--- config.mk ---
export PLATFORM = sky130hd
export DESIGN_NAME = mixer_fade_ctrl
export DESIGN_NICKNAME = d
export VERILOG_FILES = /design/src/rtl/mixer_fade_ctrl.sv
export SDC_FILE = /design/constraint.sdc
export NUM_CORES = 1
export LEC_CHECK = 0
export CAP_MARGIN = 5
export CORE_MARGIN = 2
export CORE_UTILIZATION = 45
export DETAILED_ROUTE_END_ITERATION = 10
export HOLD_SLACK_MARGIN = 0.06
export PLACE_DENSITY = 0.84
export SLEW_MARGIN = 20
export SYNTH_ARGS = -nofsm -noshare
export SYNTH_HDL_FRONTEND = slang
export SYNTH_SLANG_ARGS = --single-unit
--- constraint.sdc ---
create_clock -name clk -period 3.75 [get_ports clk]
set_input_delay 0.75 -clock clk [delete_from_list [all_inputs] [get_ports clk]]
set_output_delay 0.75 -clock clk [all_outputs]
set_load 0.1 [all_outputs]
--- src/rtl/mixer_fade_ctrl.sv ---
// Volume-fade sequencer: host-programmed targets, round-robin one-step sweeps pushed to the mixer.
// Optional build macro MIXFADE_IRQ_EN adds the irq output and CTRL.IRQ_EN (bit1).
module mixer_fade_ctrl #(
    parameter int N_CH  = 4,
    parameter int VOL_W = 4,
    parameter int PER_W = 16
) (
    input  logic        clk,
    input  logic        resetn,
    input  logic        valid,
    output logic        ready,
    input  logic [3:0]  wstrb,
    input  logic [31:0] addr,
    input  logic [31:0] wdata,
    output logic [31:0] rdata,
    output logic        m_valid,
    input  logic        m_ready,
    output logic [3:0]  m_wstrb,
    output logic [31:0] m_addr,
    output logic [31:0] m_wdata
`ifdef MIXFADE_IRQ_EN
    ,
    output logic        irq
`endif
);
    localparam int CH_W = (N_CH > 1) ? $clog2(N_CH) : 1;
    localparam logic [CH_W-1:0] LAST_CH = CH_W'(N_CH - 1);

    typedef enum logic [1:0] {IDLE, SCAN, WRITE, NEXT} state_t;

    state_t           state_reg, state_next;
    logic [CH_W-1:0]  ch_reg, ch_next;
    logic             enable_reg;
    logic [PER_W-1:0] period_reg;
    logic [PER_W-1:0] presc_reg;
    logic             ovr_reg;
    logic [VOL_W-1:0] target_reg [N_CH];
    logic [VOL_W-1:0] cur_reg [N_CH];
    logic [N_CH-1:0]  diff;
    logic             ready_reg;
    logic [31:0]      rdata_reg;
    logic             m_valid_reg;
    logic [31:0]      m_addr_reg;
    logic [31:0]      m_wdata_reg;

    logic             accept;
    logic             wr_en;
    logic [3:0]       reg_idx;
    logic [31:0]      idx_ext;
    logic [31:0]      rd_val;
    logic             tick;
    logic             ovr_clr;
    logic             scan_write;
    logic             sweep_done;
    logic [VOL_W-1:0] cur_sel;
    logic [VOL_W-1:0] tgt_sel;
    logic [VOL_W-1:0] step_val;

    assign accept  = valid && !ready_reg;
    assign wr_en   = accept && wstrb[0];
    assign reg_idx = addr[5:2];
    assign idx_ext = {28'd0, reg_idx};
    assign tick    = enable_reg && (presc_reg == period_reg);
    assign ovr_clr = wr_en && (reg_idx == 4'd2) && wdata[1];

    genvar gi;
    generate
        for (gi = 0; gi < N_CH; gi++) begin : g_diff
            assign diff[gi] = (cur_reg[gi] != target_reg[gi]);
        end
    endgenerate

    assign cur_sel  = cur_reg[ch_reg];
    assign tgt_sel  = target_reg[ch_reg];
    assign step_val = (cur_sel < tgt_sel) ? cur_sel + 1'b1 : cur_sel - 1'b1;

`ifdef MIXFADE_IRQ_EN
    logic irq_en_reg;
    logic irq_reg;
    logic wrote_reg;
    assign irq = irq_reg;

    // irq only for sweeps that actually moved something and left every channel settled
    always_ff @(posedge clk or negedge resetn) begin
        if (!resetn) begin
            irq_en_reg <= 1'b0;
            irq_reg    <= 1'b0;
            wrote_reg  <= 1'b0;
        end else begin
            if (wr_en && reg_idx == 4'd0) irq_en_reg <= wdata[1];
            irq_reg <= sweep_done && irq_en_reg && wrote_reg && (diff == '0);
            if (state_reg == IDLE && tick) wrote_reg <= 1'b0;
            else if (scan_write)           wrote_reg <= 1'b1;
        end
    end
`endif

    always_comb begin
        rd_val = 32'd0;
        case (reg_idx)
            4'd0: begin
                rd_val[0] = enable_reg;
`ifdef MIXFADE_IRQ_EN
                rd_val[1] = irq_en_reg;
`endif
            end
            4'd1: rd_val[PER_W-1:0] = period_reg;
            4'd2: begin
                rd_val[0]        = (state_reg != IDLE);
                rd_val[1]        = ovr_reg;
                rd_val[8 +: N_CH] = diff;
            end
            default: ;
        endcase
        for (int i = 0; i < N_CH; i++) begin
            if (idx_ext == 32'(4 + i))  rd_val = {{(32-VOL_W){1'b0}}, target_reg[i]};
            if (idx_ext == 32'(12 + i)) rd_val = {{(32-VOL_W){1'b0}}, cur_reg[i]};
        end
    end

    always_ff @(posedge clk or negedge resetn) begin
        if (!resetn) begin
            ready_reg  <= 1'b0;
            rdata_reg  <= 32'd0;
            enable_reg <= 1'b0;
            period_reg <= '0;
            ovr_reg    <= 1'b0;
            presc_reg  <= '0;
            for (int i = 0; i < N_CH; i++) begin
                target_reg[i] <= '0;
                cur_reg[i]    <= '0;
            end
        end else begin
            ready_reg <= accept;
            rdata_reg <= accept ? rd_val : 32'd0;
            if (wr_en && reg_idx == 4'd0) enable_reg <= wdata[0];
            if (wr_en && reg_idx == 4'd1) period_reg <= wdata[PER_W-1:0];
            // a tick landing on the clear cycle wins, so no overrun is ever lost
            ovr_reg   <= (ovr_reg && !ovr_clr) || (tick && state_reg != IDLE);
            presc_reg <= (!enable_reg || tick) ? '0 : presc_reg + 1'b1;
            for (int i = 0; i < N_CH; i++) begin
                if (wr_en && idx_ext == 32'(4 + i)) target_reg[i] <= wdata[VOL_W-1:0];
                if (scan_write && ch_reg == CH_W'(i)) cur_reg[i] <= step_val;
            end
        end
    end

    always_ff @(posedge clk or negedge resetn) begin
        if (!resetn) begin
            state_reg <= IDLE;
            ch_reg    <= '0;
        end else begin
            state_reg <= state_next;
            ch_reg    <= ch_next;
        end
    end

    always_comb begin
        state_next = state_reg;
        ch_next    = ch_reg;
        scan_write = 1'b0;
        sweep_done = 1'b0;
        case (state_reg)
            IDLE: if (tick) begin
                state_next = SCAN;
                ch_next    = '0;
            end
            SCAN: if (diff[ch_reg]) begin
                scan_write = 1'b1;
                state_next = WRITE;
            end else begin
                state_next = NEXT;
            end
            WRITE: if (m_ready) state_next = NEXT;
            NEXT: if (ch_reg == LAST_CH) begin
                state_next = IDLE;
                sweep_done = 1'b1;
            end else begin
                ch_next    = ch_reg + 1'b1;
                state_next = SCAN;
            end
            default: state_next = IDLE;
        endcase
    end

    always_ff @(posedge clk or negedge resetn) begin
        if (!resetn) begin
            m_valid_reg <= 1'b0;
            m_addr_reg  <= 32'd0;
            m_wdata_reg <= 32'd0;
        end else if (scan_write) begin
            m_valid_reg <= 1'b1;
            m_addr_reg  <= {{(30-CH_W){1'b0}}, ch_reg, 2'b00};
            m_wdata_reg <= {{(32-VOL_W){1'b0}}, step_val};
        end else if (state_reg == WRITE && m_ready) begin
            m_valid_reg <= 1'b0;
        end
    end

    assign ready   = ready_reg;
    assign rdata   = rdata_reg;
    assign m_valid = m_valid_reg;
    assign m_addr  = m_addr_reg;
    assign m_wdata = m_wdata_reg;
    assign m_wstrb = m_valid_reg ? 4'b0001 : 4'b0000;

endmodule

==> results of run 1 <==
routing by layer:
layer  global-route usage, %  up-vias
li1                        -     1724
met1                    23.5     1875
met2                    29.6      171
met3                    3.74       25
met4                    7.79        0
met5                       0        -
through the flow:
stage / utilization (%) / cell area (um^2) / total power [mW]
finish: 51.5 / 6190 / 4.91
global route: 51.5 / 6190 / 5.19
global placement: 48.9 / 5870 / 3.86
CTS: 51.5 / 6190 / 4.93
floorplan: - / 5810 / 3.47
detailed placement: 48.9 / 5870 / 3.97
worst min path at each step:
stage / slack, ps / to / start / cells past startpoint
final: 480 / m_valid$_DFFE_PN0P_ / resetn / 1
after global routing: 530 / m_wdata[2]$_DFFE_PN0P_ / m_wdata[2]$_DFFE_PN0P_ / 1
after CTS: 500 / m_addr[3]$_DFFE_PN0P_ / m_addr[3]$_DFFE_PN0P_ / 2
after detailed placement: 480 / m_wdata[0]$_DFFE_PN0P_ / m_wdata[0]$_DFFE_PN0P_ / 2
after global placement: 470 / m_addr[3]$_DFFE_PN0P_ / m_addr[3]$_DFFE_PN0P_ / 2
after floorplan: 450 / ch_reg[0]$_DFFE_PN0P_ / resetn / 0
cell type report:
cell class,count,area [um^2],share of cell area (%)
clock inverters,6,81.3,1.31
well taps,147,184,2.97
flip-flops and latches,94,2350,38.0
repair buffers,56,541,8.73
multi-input cells,381,2720,43.9
clock buffers,10,239,3.86
inverters,20,75.1,1.21
critical path, cell delays in order, from the launching register on:
cell and delay, ps:
dfrtp_1 540, mux4_1 700, ha_1 350, a211oi_2 60
o21bai_1 330, ha_1 300, a21o_1 160, a21oi_2 140
xor2_1 200, xnor2_1 180, mux2_2 310
kinds of logic (layout without fill, tap and decap cells):
group | count (synthesis) | in the layout | synth area share, %
compound gates | 72 | 72 | 8.25
mux | 64 | 64 | 15.4
other cells | 1 | 77 | 0.0679
buf+inv | 113 | 92 | 13.4
flops | 94 | 94 | 42.6
simple gates | 108 | 108 | 9.65
fa+ha+maj | 15 | 15 | 3.54
xor+xnor | 45 | 45 | 7.14
layout by cell type (no fill, tap or decap), types with 8 or more instances in the layout:
cell type	n
clkbuf_16	9
a21oi_1	18
clkdlybuf4s50_1	48
nor2_1	31
xor2_1	23
dfrtp_1	94
mux2_2	51
and2_1	9
buf_4	8
nand3_1	11
xnor2_1	22
ha_1	14
o21ai_0	19
nand2_1	21
inv_1	19
conb_1	77
power groups by stage:
| stage | logic [mW] | registers, mW | clock network (mW) |
|---|---|---|---|
| after floorplan | 1.73 | 1.74 | 0 |
| after CTS | 2.42 | 1.54 | 0.967 |
| final | 2.41 | 1.55 | 0.949 |
| after global placement | 2.32 | 1.54 | 0 |
| after global routing | 2.60 | 1.58 | 1.01 |
| after detailed placement | 2.41 | 1.56 | 0 |
==> results_dict.tcl, run 1 <==
set metrics [dict create \
    cts-root-buf "clkbuf_16" \
    ys.warnings.count 0 \
    fin_nets 649 \
    port_buffers 49 \
    final.period_utilization_pct 90.4 \
    ctsResizeCount 0 \
    cp.required_ps 3980 \
    final.setup.tns_ps 0 \
    wl_per_cell_um 16.3 \
    syn_area_um2 5520 \
    endpoint "cur_reg[3]$_DFFE_PN0P_" \
    finalWirelength_um 11600 \
    dp.cells 698 \
    reg2reg_slack_ps 360 \
    r2r_start "ch_reg[0]$_DFFE_PN0P_" \
    first_pass_iters 5 \
    h-tree-depth 3 \
    pwr-share-clk_pct 19.3 \
    seqPwrFrac_pct 31.5 \
    fp.dieH_um 115 \
    fin_hold_ws_ps 483 \
    synth-seq-cells 94 \
    final_layout_size_suffix_gt1_share_pct 14.8 \
    crit_start "ch_reg[0]$_DFFE_PN0P_" \
    p_switching_mw 2.26 \
    start_util_pct 46.0 \
    drv_cap 0 \
    synth_edf_count 0 \
    rsz0062_at_grt "false" \
    cts_buffers 9 \
    synth.most_common_cell "dfrtp_1" \
    p_leak_nw 2.87 \
    status "completed" \
    arrival_ps 3620 \
    pre_cts_slack_ps 332 \
    crit_fanout 7 \
    ir_drop_uv 460 \
    synth_top_area_cell "dfrtp_1" \
    pwr-share-comb_pct 49.1 \
    grt_first_pass_wirelength_um 18600 \
    num_vias 3795 \
    synth_area_leaders "dfrtp_1, buf_4, mux2_2" \
    avgSynthCellArea_um2 10.8 \
    drc 0 \
    post-cts-setup-buffers 0 \
    final_antenna_net_count 0 \
    yosysTopAreaCellShare_pct 42.6 \
    cts.path.max_buffers 2 \
    place.gp.congestion 0.932 \
    wl_met2_um 5870 \
    switching_share_pct 45.9 \
    ys_seq_area_share_pct 42.6 \
    fin_skew_ps 12.7 \
    worstSkewPairLatency_ps 350 \
    cts_tree "yes" \
    drv_slew 0 \
    track_usage_pct 18.1 \
    num_io_pins 174 \
    dr_wl_met3_um 749 \
    period_needed_ps 3390 \
    r2r_end "cur_reg[3]$_DFFE_PN0P_" \
    netlist-cell-type-count 49 \
    area_delta_synth_final_pct 12.1 \
    yosys_most_used_dff "dfrtp_1" \
    fmaxAchievable_mhz 295 \
    async_reset_ff_share_pct 100 \
    grt_start_max_net_pins 68 \
    hold_viol 0 \
    setup_viol 0 \
    netlist_instances 512 \
    die_w_um 115 \
    start_kind "register" \
    n_antenna_cell 0 \
    min_path_type "input pin to asynchronous set/reset pin" \
    power.internal_mw 2.66 \
    clkSinkCount 94 \
    rows 40 \
    setup_slack_ps 361 \
    path_clk_slew_ps 70 \
    avgViaCountPerCell 5.32 \
    num-fill-cells 994 \
    fin_cells 714 \
    crit_path_end_kind "register" \
    path_class "register to register" \
    post-dp-hpwl_um 8690 \
    r2r_cells 10 \
    grt_pass1_vias 3689 \
    synth_commonest_cells "dfrtp_1, buf_4, mux2_2" \
    die-area_um2 13200 \
    grt.overflow.total 0 \
    highest_layer "met4" \
    worstMarginPinSlew_ps 1020 \
    first_iter_violations 227 \
    relSlewSlack_pct 32.1 \
    hold_buffers 0 \
    powerDensity_nw_per_um2 794 \
    antenna_found_initial 0 \
    drt-met1-wl_um 4700 \
    core_um2 12000 \
]
Power figures use the tool's default switching activity.
==> run 2, diff against run 1 <==
- CORE_UTILIZATION: 45 -> 43
- SETUP_SLACK_MARGIN: not set -> 0.1
- clock period: 3.75 -> 3.06 ns (I/O delays scaled with it)
==> run 2 against run 1 <==
Effect of this change:
- global-route usage increased by 0.35 points
- critical path depth unchanged
- register-to-register slack got worse by 340 ps
- clock skew decreased by 7.4 ps
- sequential share of layout area fell by 0.74 points
- worst setup slack got worse by 340 ps
- flip-flop and latch count did not move
- critical path type unchanged
- critical endpoint is now cur_reg[11]$_DFFE_PN0P_
- largest cell class unchanged
==> results_dict.tcl, run 2 (synthesis gave the netlist of run 1 again) <==
set metrics [dict create \
    status "completed" \
    hold_viol 0 \
    powerDensity_nw_per_um2 1010 \
    cts_buffers 9 \
    final_layout_size_suffix_gt1_share_pct 23.7 \
    power.internal_mw 3.50 \
    worstSkewPairLatency_ps 340 \
    drv_slew 0 \
    grt_start_max_net_pins 59 \
    num_vias 3847 \
    arrival_ps 3270 \
    die_w_um 117 \
    fmaxAchievable_mhz 329 \
    n_antenna_cell 0 \
    period_needed_ps 3040 \
    antenna_found_initial 0 \
    crit_family "multiplexers" \
    setup_viol 0 \
    first_pass_iters 4 \
    cts-root-buf "clkbuf_16" \
    start_util_pct 43.9 \
    start_kind "register" \
    final.period_utilization_pct 99.3 \
    clkSinkCount 94 \
    switching_share_pct 44.9 \
    avgViaCountPerCell 5.07 \
    p_leak_nw 2.99 \
    pwr-share-clk_pct 17.8 \
    grt_pass1_vias 3887 \
    cts.path.max_buffers 2 \
    cp.required_ps 3290 \
    grt_first_pass_wirelength_um 20300 \
    drv_cap 0 \
    post-dp-hpwl_um 9210 \
    finalWirelength_um 12600 \
    setup_slack_ps 22.6 \
    grt.overflow.total 0 \
    pre_cts_slack_ps -143 \
    path_buf_inv 0 \
    path_clk_slew_ps 60 \
    critPathSlowestCell "mux4_2" \
    crit_fanout 8 \
    cts_tree "yes" \
    crit_chain "mux4_2, ha_4, a211oi_2, o21bai_2, ha_1, a21o_1, a21oi_2, xor2_1, xnor2_2, mux2_2" \
    path_class "register to register" \
    wl_per_cell_um 16.6 \
    place.gp.congestion 0.935 \
    power_mw 6.36 \
    relSlewSlack_pct 65.0 \
    die-area_um2 13800 \
    port_buffers 49 \
    fin_skew_ps 5.22 \
    final.setup.tns_ps 0 \
    h-tree-depth 3 \
    min_path_type "input pin to asynchronous set/reset pin" \
    layout_common_cells "dfrtp_1, conb_1, buf_4" \
    p_switching_mw 2.85 \
    worstMarginPinSlew_ps 524 \
    seqPwrFrac_pct 29.5 \
    fp.dieH_um 117 \
    final_common_cell "dfrtp_1" \
    track_usage_pct 18.5 \
    final_antenna_net_count 0 \
    core_um2 12600 \
    area_delta_synth_final_pct 14.4 \
    num_io_pins 174 \
    first_iter_violations 267 \
    rsz0062_at_grt "true" \
    drc 0 \
    ir_drop_uv 519 \
    cp_slowest_stage_delay_ps 600 \
    pwr-share-comb_pct 52.7 \
    crit_path_end_kind "register" \
    rows 41 \
    fin_nets 669 \
]
[run 2: cell types whose count changed in the layout (fill, tap and decap cells not counted), moves of 3 or more]
cell	previous run	this run
clkdlybuf4s50_1	48	23
clkinv_4	3	0
mux4_1	7	1
mux4_2	2	8
buf_4	8	51
[run 2: routing by layer]
metal / wire (um) / part of all wire [%] / global-route usage [%]
met1: 5200 / 41 / 23.5
met2: 6210 / 49 / 30.0
met3: 836 / 6.6 / 4.04
met4: 367 / 2.9 / 8.89
met5: 0 / 0 / 0
[run 2: power by group through the flow]
stage                     Clock (mW)  Combinational (mW)  Sequential [mW]
after CTS                       1.15                3.34             1.86
after global placement             0                3.09             1.84
after floorplan                    0                2.16             2.13
after global routing            1.21                3.59             1.91
after detailed placement           0                3.20             1.86
final                           1.13                3.35             1.87
[run 2: metrics by stage]
stage | cell area (um^2) | instances | util [%] | hold slack, ps
3_3_place_gp | 6000 | 742 | 47.8 | 469
5_1_grt | 6320 | 759 | 50.3 | 263
2_1_floorplan | 5820 | 588 | - | 316
6_report | 6320 | 759 | 50.3 | 232
4_1_cts | 6320 | 759 | 50.3 | 241
3_5_place_dp | 6000 | 742 | 47.8 | 474
[run 2: area by class of cell]
type                       count  area (um^2)
clock buffer                  13          260
clock inverter                 3         42.5
fill                        1058         6250
inverter                      20         75.1
multi-input combinational    381         2730
sequential                    94         2350
tap                          172          215
timing repair buffer          76          644
[run 2: worst reg2reg max path, cell delays in order, from the launching register on]
cell and delay, ps:
dfrtp_2 520, mux4_2 610, ha_4 260, a211oi_2 200
o21bai_2 110, ha_1 280, a21o_1 160, a21oi_2 140
xor2_1 230, xnor2_2 150, mux2_2 280
[run 2: what timing repair did]
action	CTS	global route
buffers inserted	1	0
hold buffers	0	0
pin swaps	4	1
resized for setup	9	3
endpoints found under the setup margin	13	10
[run 2: worst paths after layout]
| path | startpoint | end | slack (ps) | cells after the start |
|---|---|---|---|---|
| max in group asynchronous | resetn | rdata[7]$_DFF_PN0_ | 2160 | 2 |
| worst max-delay path | ch_reg[0]$_DFFE_PN0P_ | cur_reg[11]$_DFFE_PN0P_ | 20 | 10 |
| min in group clk | m_wdata[0]$_DFFE_PN0P_ | m_wdata[0]$_DFFE_PN0P_ | 490 | 2 |
| worst min-delay path | resetn | m_valid$_DFFE_PN0P_ | 230 | 1 |
| worst min register to register | m_wdata[0]$_DFFE_PN0P_ | m_wdata[0]$_DFFE_PN0P_ | 490 | 2 |
| worst max register to register | ch_reg[0]$_DFFE_PN0P_ | cur_reg[11]$_DFFE_PN0P_ | 20 | 10 |
